--- config.mk ---
export PLATFORM = sky130hd
export DESIGN_NAME = skid_pipe
export DESIGN_NICKNAME = d
export VERILOG_FILES = /design/src/rtl/skid_pipe.sv
export SDC_FILE = /design/constraint.sdc
export NUM_CORES = 1
export LEC_CHECK = 0
export CORE_MARGIN = 2
export CORE_UTILIZATION = 50
export CTS_BUF_LIST = sky130_fd_sc_hd__clkbuf_2
export CTS_CLUSTER_SIZE = 40
export DETAILED_ROUTE_END_ITERATION = 10
export PLACE_DENSITY = 0.82
export SLEW_MARGIN = 15
export SYNTH_ARGS = -nofsm -noshare
export SYNTH_HDL_FRONTEND = slang
export SYNTH_SLANG_ARGS = --single-unit
--- constraint.sdc ---
create_clock -name clk -period 3.55 [get_ports clk]
set_input_delay 0.71 -clock clk [delete_from_list [all_inputs] [get_ports clk]]
set_output_delay 0.71 -clock clk [all_outputs]
set_load 0.02 [all_outputs]
--- src/rtl/skid_pipe.sv ---
// skid_pipe: two-entry skid buffer with registered pin_ready/pout_valid and no combinational in-to-out path.
// Define SKID_PIPE_DATA_GATE_EN to force pout_data to zero whenever pout_valid is low.
module skid_pipe #(
  parameter int DATA_WIDTH = 32
) (
  input  logic                  clk,
  input  logic                  rstn,
  input  logic                  pin_valid,
  input  logic [DATA_WIDTH-1:0] pin_data,
  output logic                  pin_ready,
  output logic                  pout_valid,
  output logic [DATA_WIDTH-1:0] pout_data,
  input  logic                  pout_ready,
  output logic [1:0]            occ
);
  typedef enum logic [1:0] {EMPTY, BUSY, FULL} state_t;
  state_t state, nxt;
  logic [DATA_WIDTH-1:0] main_q, skid_q;
  logic in_fire, out_fire;
  always_comb begin
    in_fire = pin_valid & pin_ready;
    out_fire = pout_valid & pout_ready;
    nxt = state == EMPTY ? (in_fire ? BUSY : EMPTY) :
          state == BUSY  ? (in_fire & ~out_fire ? FULL : ~in_fire & out_fire ? EMPTY : BUSY) :
                           (out_fire ? BUSY : FULL);
  end
  always_ff @(posedge clk) begin
    if (!rstn) begin
      state <= EMPTY;
      pout_valid <= 1'b0;
      pin_ready <= 1'b0;
      occ <= 2'd0;
    end else begin
      state <= nxt;
      pout_valid <= nxt != EMPTY;
      pin_ready <= nxt != FULL;
      occ <= nxt == FULL ? 2'd2 : nxt == BUSY ? 2'd1 : 2'd0;
    end
  end
  // Payload registers carry no reset; stale contents are masked by the state flops.
  always_ff @(posedge clk) begin
    if ((state == EMPTY && in_fire) || (state == BUSY && in_fire && out_fire) || (state == FULL && out_fire))
      main_q <= state == FULL ? skid_q : pin_data;
    if (state == BUSY && in_fire && !out_fire)
      skid_q <= pin_data;
  end
`ifdef SKID_PIPE_DATA_GATE_EN
  assign pout_data = main_q & {DATA_WIDTH{pout_valid}};
`else
  assign pout_data = main_q;
`endif
endmodule

==> PnR_summary.wiki <==
{| class="wikitable"
! Metric !! Value
|-
| Run status || completed
|-
| Worst IR drop on VDD || 0.279 mV
|-
| Setup bufs post-CTS || 0
|-
| Number of hold buffers added after cts || 0
|-
| Pin count of the biggest net entering global routing || 33
|-
| Met2 track utilization from global routing || about 28%
|-
| Core area || 0.00514 mm²
|-
| Synth Warn # || 0
|-
| Routed len/inst || approximately 17 µm
|-
| Fill cell total of the finished layout || 342
|-
| Total negative setup slack || 0 ns
|-
| Setup violations, final || 0
|-
| Max incr delay on CP || 0.65 ns
|-
| Clock Pin Slew Worst Setup and Hold Paths || 0.19 ns
|-
| Max-slew violations || 0
|-
| Cell breakdown of the critical path || clkdlybuf4s50_1
|-
| Crit path kind || reg -> out
|-
| Arrival time at the worst endpoint || 1.56 ns
|-
| Last weighted congestion value of the routability-driven placer || 0.674
|-
| Half-perimeter wire length after placement || between 3000 and 4000 µm
|-
| Area of the die || ~0.006 mm²
|-
| Placement row count || 26
|-
| Antenna Violating Nets Remaining || 0
|-
| Instance count of the mapped netlist || 121
|-
| Family of cells with the greatest summed delay on the critical path || buffers and inverters
|-
| Clock Sinks || 70
|-
| Placed instance area || 0.00345 mm²
|-
| Data required time at the worst endpoint || 2.84 ns
|-
| TritonCTS clock tree || yes
|-
| Leakage power || 1.25 nW
|-
| Number of primary I/O pins || 72
|-
| Remaining global-route overflow || 0
|-
| Period minus WS final || 2.27 ns
|-
| Clock buffer depth || 2
|-
| Max transition margin || approximately 67%
|-
| First-pass GRT wire length || about 7500 µm
|-
| Unrepaired setup endpoints after global routing || false
|-
| Fmax || between 400 and 500 MHz
|-
| Vias in the first global route || 1456
|-
| Fraction of final layout cells with drive strength greater than 1 || 25.1%
|-
| Die Wd || roughly 77 µm
|-
| Vias per cell || a little under 5
|-
| Final routed wirelength across all metal layers || 4680 µm
|-
| Post-cts gate resize count || 0
|-
| Root buf cell || sky130_fd_sc_hd__clkbuf_2
|-
| Largest fanout on the critical path || 3
|-
| DIE HEIGHT || 77.3 µm
|-
| CP startpoint kind || flop
|-
| Final worst-path cycle share || roughly 64%
|-
| GRT Total Usage || 17.1%
|-
| Cell area after synthesis || 0.00269 mm²
|-
| Tightest Pin Transition || approximately 0.50 ns
|-
| Number of different library cells in the post-synthesis netlist || 15
|-
| Iteration-0 DRC Markers || between 80 and 90
|-
| Top library cells by usage in the layout, fill and taps aside || sky130_fd_sc_hd__clkdlybuf4s50_1 (71), sky130_fd_sc_hd__edfxtp_1 (64), sky130_fd_sc_hd__mux2_4 (30)
|-
| Worst hold path class || reg -> reg
|-
| Combined buffer and inverter count along the critical path || 1
|-
| Ratio of total power to cell area || 427 mW/mm²
|-
| Residual DRC || 0
|-
| Layout-stage area growth over the synthesis result || 31.5%
|-
| Max-Cap Viols || 0
|-
| Number of buffers created by CTS || 9
|-
| Post-layout nets || 238
|-
| Global-route met1 utilization || 20.1%
|-
| Most frequent standard cell in the layout excluding fill and tap cells || sky130_fd_sc_hd__clkdlybuf4s50_1
|-
| TritonRoute pass-1 iters || 4
|-
| Slowest-stage cell, CP || sky130_fd_sc_hd__clkdlybuf4s50_1
|-
| Post-Synthesis Net Count || approximately 160
|-
| # H-tree levels || 3
|-
| Peak-usage layer in the global routing report || met2
|-
| Initial cell density of the core || roughly 52%
|-
| Number of failing hold endpoints at the final stage || 0
|-
| Mean cell area of the mapped netlist || 22.2 µm²
|-
| Met3 track demand over resource || 6.16%
|-
| Total design power || roughly 1.5 mW
|-
| Number of antenna violations at the first check in global routing || 0
|-
| Worst-case clock skew || 0.0265 ns
|-
| Count of port buffers added during placement || 71
|-
| Count of state elements after synthesis || 70
|-
| Capturing element type of the critical path || primary output
|-
| Count of antenna diodes in the layout || 0
|-
| Final cell area excluding filler cells || 0.00354 mm²
|-
| Vias || roughly 1400
|-
| Latest clock arrival within the worst-skew pair || 0.47 ns
|-
| Share of the yosys chip area belonging to registers || 75.9%
|}
[report_power, final]
part | internal (mW) | switching, mW
combinational | 0.112 | 0.0869
sequential | 0.944 | 0.0134
clock | 0.0878 | 0.268
[synth_stat cells (all sizes together)]
cell type	number	area (µm²)
dfxtp	6	120
a21oi	3	15.0
and2	4	25.0
nor2b	2	20.0
nand2	1	3.75
nand4b	1	8.76
edfxtp	64	1920
mux2	32	473
buf	4	71.3
o2bb2ai	1	8.76
nor2	1	3.75
and3b	2	17.5
[layout make-up]
type	count	area [µm²]	area share, %
Clock inverter	7	41.3	1.17
Timing Repair Buffer	74	733	20.7
Multi-Input combinational cell	47	587	16.6
Sequential cell	70	2040	57.7
Tap cell	70	87.6	2.48
Clock buffer	9	45.0	1.27
[sequential cells by signal, summed over array words and instances, names as in the netlist]
register	flops
occ	2
pin_ready	1
pout_data	32
pout_valid	1
skid_q	32
state	2
[per-layer routing]
layer,up-vias,share of wire [%]
li1,639,-
met1,671,40
met2,51,53
met3,2,5.9
met4,0,0.85
met5,-,0
[through the flow]
stage | utilization, % | std cells | hold slack [ns] | worst slack, ns
floorplan | - | 121 | 0.523 | 0.716
global placement | 67.1 | 261 | 0.530 | 1.29
detailed placement | 67.1 | 261 | 0.535 | 1.18
CTS | 68.8 | 277 | 0.560 | 1.24
global route | 68.8 | 277 | 0.548 | 1.16
finish | 68.8 | 277 | 0.556 | 1.28
[cells by family (layout without fill, tap and decap cells)]
logic type      count (synthesis)  count (layout)  share of synthesized area [%]
mux                            32              32                           17.6
simple gates                   11              11                           2.93
buf+inv                         4              90                           2.65
compound gates                  4               4                          0.884
flops                          70              70                           75.9
[final timing paths]
| check | from | endpoint | slack (ns) | cells past startpoint |
|---|---|---|---|---|
| max | pout_valid | pout_valid | 1.28 | 1 |
| min | skid_q[18] | pout_data[18] | 0.56 | 1 |
| max reg2reg | state[1] | pout_data[14] | 1.59 | 3 |
| min reg2reg | skid_q[18] | pout_data[18] | 0.56 | 1 |
No activity file was read; power rests on OpenSTA's default activity.
